$ cat src/rtl/johnson_sequence_controller.sv
// Johnson (twisted-ring) counter sequencer: runs a programmed number of full
// rotations in either direction, with pause/abort, one-hot phase decode and busy/done flags.
module johnson_sequence_controller #(
  parameter int WIDTH = 4,
  parameter int CNT_W = 8
) (
  input  logic               clk,
  input  logic               reset,
  input  logic               start,
  input  logic [CNT_W-1:0]   rotations,
  input  logic               dir,
  input  logic               pause,
  input  logic               abort,
  output logic [WIDTH-1:0]   q,
  output logic [2*WIDTH-1:0] phase,
  output logic               busy,
  output logic               done
);

  localparam int IDX_W = $clog2(2*WIDTH);

  typedef enum logic [1:0] {IDLE, RUN, PAUSE} state_t;

  state_t           state;
  logic [CNT_W-1:0] remaining;
  logic             dir_r;
  logic [WIDTH-1:0] q_next;
  logic [IDX_W-1:0] ones;
  logic [IDX_W-1:0] trans;
  logic [IDX_W-1:0] idx;
  logic             illegal;

  assign q_next = dir_r ? {~q[0], q[WIDTH-1:1]} : {q[WIDTH-2:0], ~q[WIDTH-1]};

  // Legal Johnson words have at most one boundary between a run of ones and zeros.
  always_comb begin
    ones  = '0;
    trans = '0;
    for (int i = 0; i < WIDTH; i++)     ones  = ones + IDX_W'(q[i]);
    for (int i = 0; i < WIDTH - 1; i++) trans = trans + IDX_W'(q[i] ^ q[i+1]);
  end

  assign illegal = (trans > IDX_W'(1));
  // MSB set: index = WIDTH + zeros = 2*WIDTH - ones (modulo the index width).
  assign idx     = q[WIDTH-1] ? IDX_W'(2*WIDTH) - ones : ones;

  always_comb begin
    phase = '0;
    if (!illegal) phase[idx] = 1'b1;
  end

  always_ff @(posedge clk or posedge reset) begin
    if (reset) begin
      state     <= IDLE;
      q         <= '0;
      remaining <= '0;
      dir_r     <= 1'b0;
      busy      <= 1'b0;
      done      <= 1'b0;
    end else begin
      done <= 1'b0;
      case (state)
        IDLE: begin
          if (start) begin
            if (rotations != '0) begin
              state     <= RUN;
              remaining <= rotations;
              dir_r     <= dir;
              busy      <= 1'b1;
              q         <= '0;
            end else begin
              done <= 1'b1;
            end
          end
        end
        RUN: begin
          if (abort) begin
            state     <= IDLE;
            q         <= '0;
            remaining <= '0;
            busy      <= 1'b0;
          end else if (pause) begin
            state <= PAUSE;
          end else if (illegal) begin
            q <= '0;
          end else begin
            q <= q_next;
            if (q_next == '0 && remaining != '0) begin
              remaining <= remaining - CNT_W'(1);
              if (remaining == CNT_W'(1)) begin
                state <= IDLE;
                busy  <= 1'b0;
                done  <= 1'b1;
              end
            end
          end
        end
        PAUSE: begin
          if (abort) begin
            state     <= IDLE;
            q         <= '0;
            remaining <= '0;
            busy      <= 1'b0;
          end else if (!pause) begin
            state <= RUN;
          end
        end
        default: state <= IDLE;
      endcase
    end
  end

endmodule

$ cat config.mk
export PLATFORM = sky130hd
export DESIGN_NAME = johnson_sequence_controller
export DESIGN_NICKNAME = d
export VERILOG_FILES = /design/src/rtl/johnson_sequence_controller.sv
export SDC_FILE = /design/constraint.sdc
export NUM_CORES = 1
export LEC_CHECK = 0
export CAP_MARGIN = 20
export CELL_PAD_IN_SITES_DETAIL_PLACEMENT = 0
export CELL_PAD_IN_SITES_GLOBAL_PLACEMENT = 2
export CORE_MARGIN = 2
export CORE_UTILIZATION = 28
export CTS_CLUSTER_SIZE = 12
export DETAILED_ROUTE_END_ITERATION = 10
export MAX_ROUTING_LAYER = met4
export PLACE_DENSITY = 0.82
export REMOVE_ABC_BUFFERS = 1
export SYNTH_ARGS = -nofsm -noshare
export SYNTH_HDL_FRONTEND = slang
export SYNTH_SLANG_ARGS = --single-unit
export TNS_END_PERCENT = 100
$ cat constraint.sdc
create_clock -name clk -period 2.9 [get_ports clk]
set_input_delay 0.87 -clock clk [delete_from_list [all_inputs] [get_ports clk]]
set_output_delay 0.87 -clock clk [all_outputs]
set_load 0.02 [all_outputs]
-- Word-level counts from Yosys, hierarchy flattened
Index checks and enable logic that the tools add are counted.
- bitwise gates (word level): 5
- eq/ne operators: 14
- reduce and logical (&&, ||, !) cells: 12
- add/subtract/negate cells: 7
- muxes and demuxes: 47
- order comparisons: 3
- operators by type and width (kind ; number):
    $mux 8 ; 8
    $mux 4 ; 7
    $pmux 8 s3 ; 1
    $mux 2 ; 9
    $mux 1 ; 16
    $reduce_bool 8->1 ; 2
    $ne 3x3->1 const B ; 5
    $ne 4x4->1 const B ; 3
    $pmux 4 s3 ; 1
    $eq 8x1->1 const B ; 1
    $reduce_and 8->1 ; 1
    $sub 8x1->8 const B ; 1
    $reduce_and 7->1 ; 1
    $add 2x1->3 ; 2
    $ne 2x2->1 const B ; 3
    $pmux 2 s3 ; 1
    $reduce_and 6->1 ; 1
    $reduce_and 5->1 ; 1
    $add 1x1->2 ; 2
    $logic_not 4->1 ; 1
    $lt 3x4->1 const B ; 1
    $add 3x1->3 ; 1
    $demux 1 s3 ; 1
    $ge 3x1->1 const B ; 1
    13 further kinds ; 17
- output and inout bits: 14
- logic and storage cells: 94
- register bits after elaboration: 17
- bits of input ports: 14

-- Logic depth before layout (Yosys ltp)
Gate-level depths: netlist (run 1).
- word-level depth: 10
- depth in mapped cells: 9
- mapped depth without buffers: 9

-- Worst setup path after synthesis (run 1)
Ideal clock, no wire load.
- path type: register to output
- from: reg q[1]
- to: out phase[0]
- buffers on the path: 0
- cell stages (with the launch flop): 9
- data required time: 2030 ps
- arrival: 2477 ps
- slack: -447 ps
- cells stage by stage: dfrtp_1 -> fa_1 -> ha_1 -> ha_1 -> inv_1 -> ha_1 -> xor2_1 -> a32oi_1 -> nor2_1
- cells in the longest elaborated chain, start to end: 10
- elaborated cells on any way between the ends: 16
- classes of those cells: add/sub (6); order compare (3); mux (4); bitwise (2); reduce/logical (1)
- ends and longest elaborated chain (element ; line ; source):
    from (decl) ; 14 ; output logic [WIDTH-1:0] q,
    from (signal assigned) ; 87 ; q <= q_next;
    $add 1x1->2 ; 39 ; for (int i = 0; i < WIDTH; i++) ones = ones + IDX_W'(q[i]);
    $add 2x1->3 ; 39 ;
    $add 3x1->3 ; 39 ;
    $sub 1x3->3 ; 45 ; assign idx = q[WIDTH-1] ? IDX_W'(2*WIDTH) - ones : ones;
    $mux 3 ; 45 ;
    $lt 3x4->1 (not written as such) / $ge 3x1->1 (equally long branches) ; 49 ; if (!illegal) phase[idx] = 1'b1;
    $logic_and 1x1->1 (not written as such) ; 49 ;
    $mux 1 (not written as such) ; 49 ;
    $demux 1 s3 ; 49 ;
    $mux 8 * ; 49 ;
    to (decl) ; 15 ; output logic [2*WIDTH-1:0] phase,
Every way passes the cells marked *; elsewhere a longest branch is shown, timed or not.

-- Worst setup path in the final report (run 1)
- from: reg q[3]
- to: out phase[7]
- cells in the longest elaborated chain, start to end: 8
- elaborated cells on any way between the ends: 12
- classes of those cells: add/sub (3); order compare (3); mux (4); bitwise (1); reduce/logical (1)
- ends and longest elaborated chain (element ; line):
    $add 3x1->3 ; 39
    $sub 1x3->3 ; 45
    $mux 3 ; 45
    $lt 3x4->1 (not written as such) / $ge 3x1->1 (equally long branches) ; 49
    $logic_and 1x1->1 (not written as such) ; 49
    $mux 1 (not written as such) ; 49
    $demux 1 s3 ; 49
    $mux 8 * ; 49
Marked as above.

==> results.yml, run 1 <==
run_status:
  outcome: "finished with violations"
  violations: "negative setup slack"
worst_setup_path:
  end_kind: "output pin"
  cp-start-kind: "flip-flop"
  rr_startpoint: "q[3]"
  cp.required_ns: 2.03
  r2r_cells: 9
  reg2reg_slack_ns: 0.46
  cp_max_fo: 4
  path_class: "flip-flop to output pin"
  crit_start: "q[3]"
  cp.arrival_ns: 2.49
  reg2reg_to: "busy"
floorplan:
  dieArea_um2: 5480
  core_area_um2: 4720
  die_w_um: 74.0
  row_count: 25
  initial_utilization_pct: 29.1
  io_pins: 28
  die_h_um: 74.0
drt:
  drtPass1Iterations: 4
  postRouteAntennaNets: 0
  routed_wl_um: 3610
  drtIter0Drc: 63
  viasPerCell: 5.02
  vias: 1314
  drc: 0
  wl_per_cell_um: 13.8
yosys:
  synthXorXnorAreaFrac_pct: 2.55
  postSynthAreaPerCell_um2: 9.22
  muxShareOfSynthArea_pct: 7.19
  yosysTopAreaCell: "dfrtp_1"
  ys_types: 43
  ys_warn_count: 0
  yosys.area_share.adder_pct: 11.5
  synth-compound-area-share_pct: 24.0
  synth_top_family_by_area: "compound AO/OA/AOI/OAI gates"
  synth_edf_count: 0
  ys_ff_latch: 17
  netlist.area_leader.share_pct: 31.0
  synth-simple-area-share_pct: 19.5
  syn_area_um2: 1370
  synthFlopType: "dfrtp_1"
  yosysSeqAreaShare_pct: 31.0
  ys_async_sr_fraction_pct: 100
  yosys-top-cells-area: "dfrtp_1 (31%), ha_1 (10%), mux2i_1 (3.6%)"
  syn_inst: 149
sta:
  setup_tns_ns: -3.46
  worst_pin_slew_ns: 0.694
  fin_hold_ws_ns: 0.500
  hold_viol: 0
  rsz0062_at_grt: "yes"
  drv_slew: 0
  setup_viol: 8
  period_needed_ns: 3.36
  max-slew-margin-rel_pct: 53.7
  fin_ws_ns: -0.458
  clock.fmax_mhz: 298
  min_period_over_period_pct: 116
  fin_skew_ns: 0.00419
power_and_ir_drop:
  power_density_nw_per_um2: 1060
  p_leak_nw: 0.852
  power.total_mw: 2.03
  ir_drop_uv: 512
clock_network:
  clk_pin_slew_ns: 0.06
  ctsHoldBuffers: 0
  cts-htree-levels: 1
  cts_inserted_buffers: 3
  tritoncts: "built"
  cts_buffer_depth: 2
  cts_root_buffer: "clkbuf_8"
  worst_skew_pair.late_latency_ns: 0.26
  clkSinkCount: 17
layout:
  final_cell_mix: "clkdlybuf4s50_1 (19), buf_4 (19), dfrtp_1 (17), nand2_1 (12), nor2_1 (11)"
  layout.nets: 222
  layout.cells.non_filler: 262
  design_area_um2: 1920
  insertedDiodeCount: 0
  drive_above_1_share_pct: 23.1
  syn_to_final_growth_pct: 39.9
  utilization_pct: 40.7
global_routing:
  antenna_found_initial: 0
  grt_pass1_vias: 1387
  grt_overflow: 0
  grt_pass1_wl_um: 6310
  grt_max_degree: 18
  grt_use_total_pct: 15.3
placed_design:
  place_ws_ns: -0.732
  place.gp.congestion: 0.872
  dp.cells: 257
  hpwl_um: 2770
  placed_cell_area_um2: 1830
  io_buffers: 27
min_path:
  holdPathEnd: "busy"
  hp-class: "flip-flop to flip-flop"
  hold_depth: 1
  min_from: "busy"
job:
  drv_cap: 0
[worst max-delay path by stage]
stage / to / slack [ns] / cells past startpoint
after floorplan: phase[0] / -0.52 / 8
after global placement: phase[7] / -0.67 / 9
after detailed placement: phase[7] / -0.73 / 9
after CTS: phase[6] / -0.43 / 9
after global routing: phase[6] / -0.54 / 9
final: phase[7] / -0.46 / 9
[cells in the mapped netlist (2+ instances only)]
cell type,number
a32oi_1,3
o2bb2ai_1,5
nor2b_1,4
dfrtp_1,17
and3_1,3
a22o_1,5
nor3_1,4
mux2_2,2
nand2b_1,2
nand3_1,5
a31oi_1,2
a21oi_1,8
nand2_1,13
nand3b_1,2
xor2_1,3
nor2_1,11
ha_1,11
o21bai_1,2
inv_1,11
nor4_1,4
o31ai_1,3
a22oi_1,3
o22ai_1,2
mux2i_1,5
[where the power goes]
part | switching (mW) | internal [mW]
logic | 0.771 | 0.641
registers | 0.101 | 0.331
clock network | 0.0865 | 0.0978
total | 0.958 | 1.07
[worst max-delay path: stages, from the launching register on]
cell and delay, ns:
dfrtp_1 0.40, fa_1 0.49, ha_2 0.20, ha_4 0.26
inv_2 0.04, ha_4 0.17, xor2_4 0.16, o22ai_2 0.20
and3_1 0.19, buf_6 0.12
[timing repair]
item	4_1_cts	5_1_grt
buffers inserted	0	1
gates resized for setup	48	0
pin swaps	6	2
setup endpoints to repair	8	8
[sequential cells by signal (all words and copies together), names as in the netlist]
signal and cells:
q 4, done 1, state 2, remaining 8, dir_r 1, busy 1
[cell type report]
type | count | area (um2)
Fill cell | 456 | 2800
Multi-Input combinational cell | 118 | 947
Sequential cell | 17 | 425
Timing Repair Buffer | 44 | 375
Tap cell | 67 | 83.8
Clock buffer | 4 | 45.0
Inverter | 12 | 45.0
[per-layer routing]
layer / share of wire, % / wire length (um) / GRT usage (%) / vias to the layer above
met2: 50 / 1820 / 26.0 / 35
met4: 2.1 / 76 / 5.86 / 0
met3: 4.3 / 155 / 2.44 / 9
met1: 43 / 1560 / 18.1 / 630
met5: 0 / 0 / - / -
li1: - / - / - / 640
[logic make-up (layout without fill, tap and decap cells)]
group	after synthesis	after routing
AOI/OAI and AO/OA	41	41
xor gates and xnor gates	4	4
adders and majority gates	12	12
buffers and inverters	14	60
DFF	17	17
muxes	9	9
and+or+nand+nor	52	52
Power figures use the tool's default switching activity.
==> run 2: changes to the inputs <==
- SKIP_LAST_GASP: unset -> 1
==> results of run 2 <==
Same layout as run 1: the final DEF is identical, and so are final timing and power.
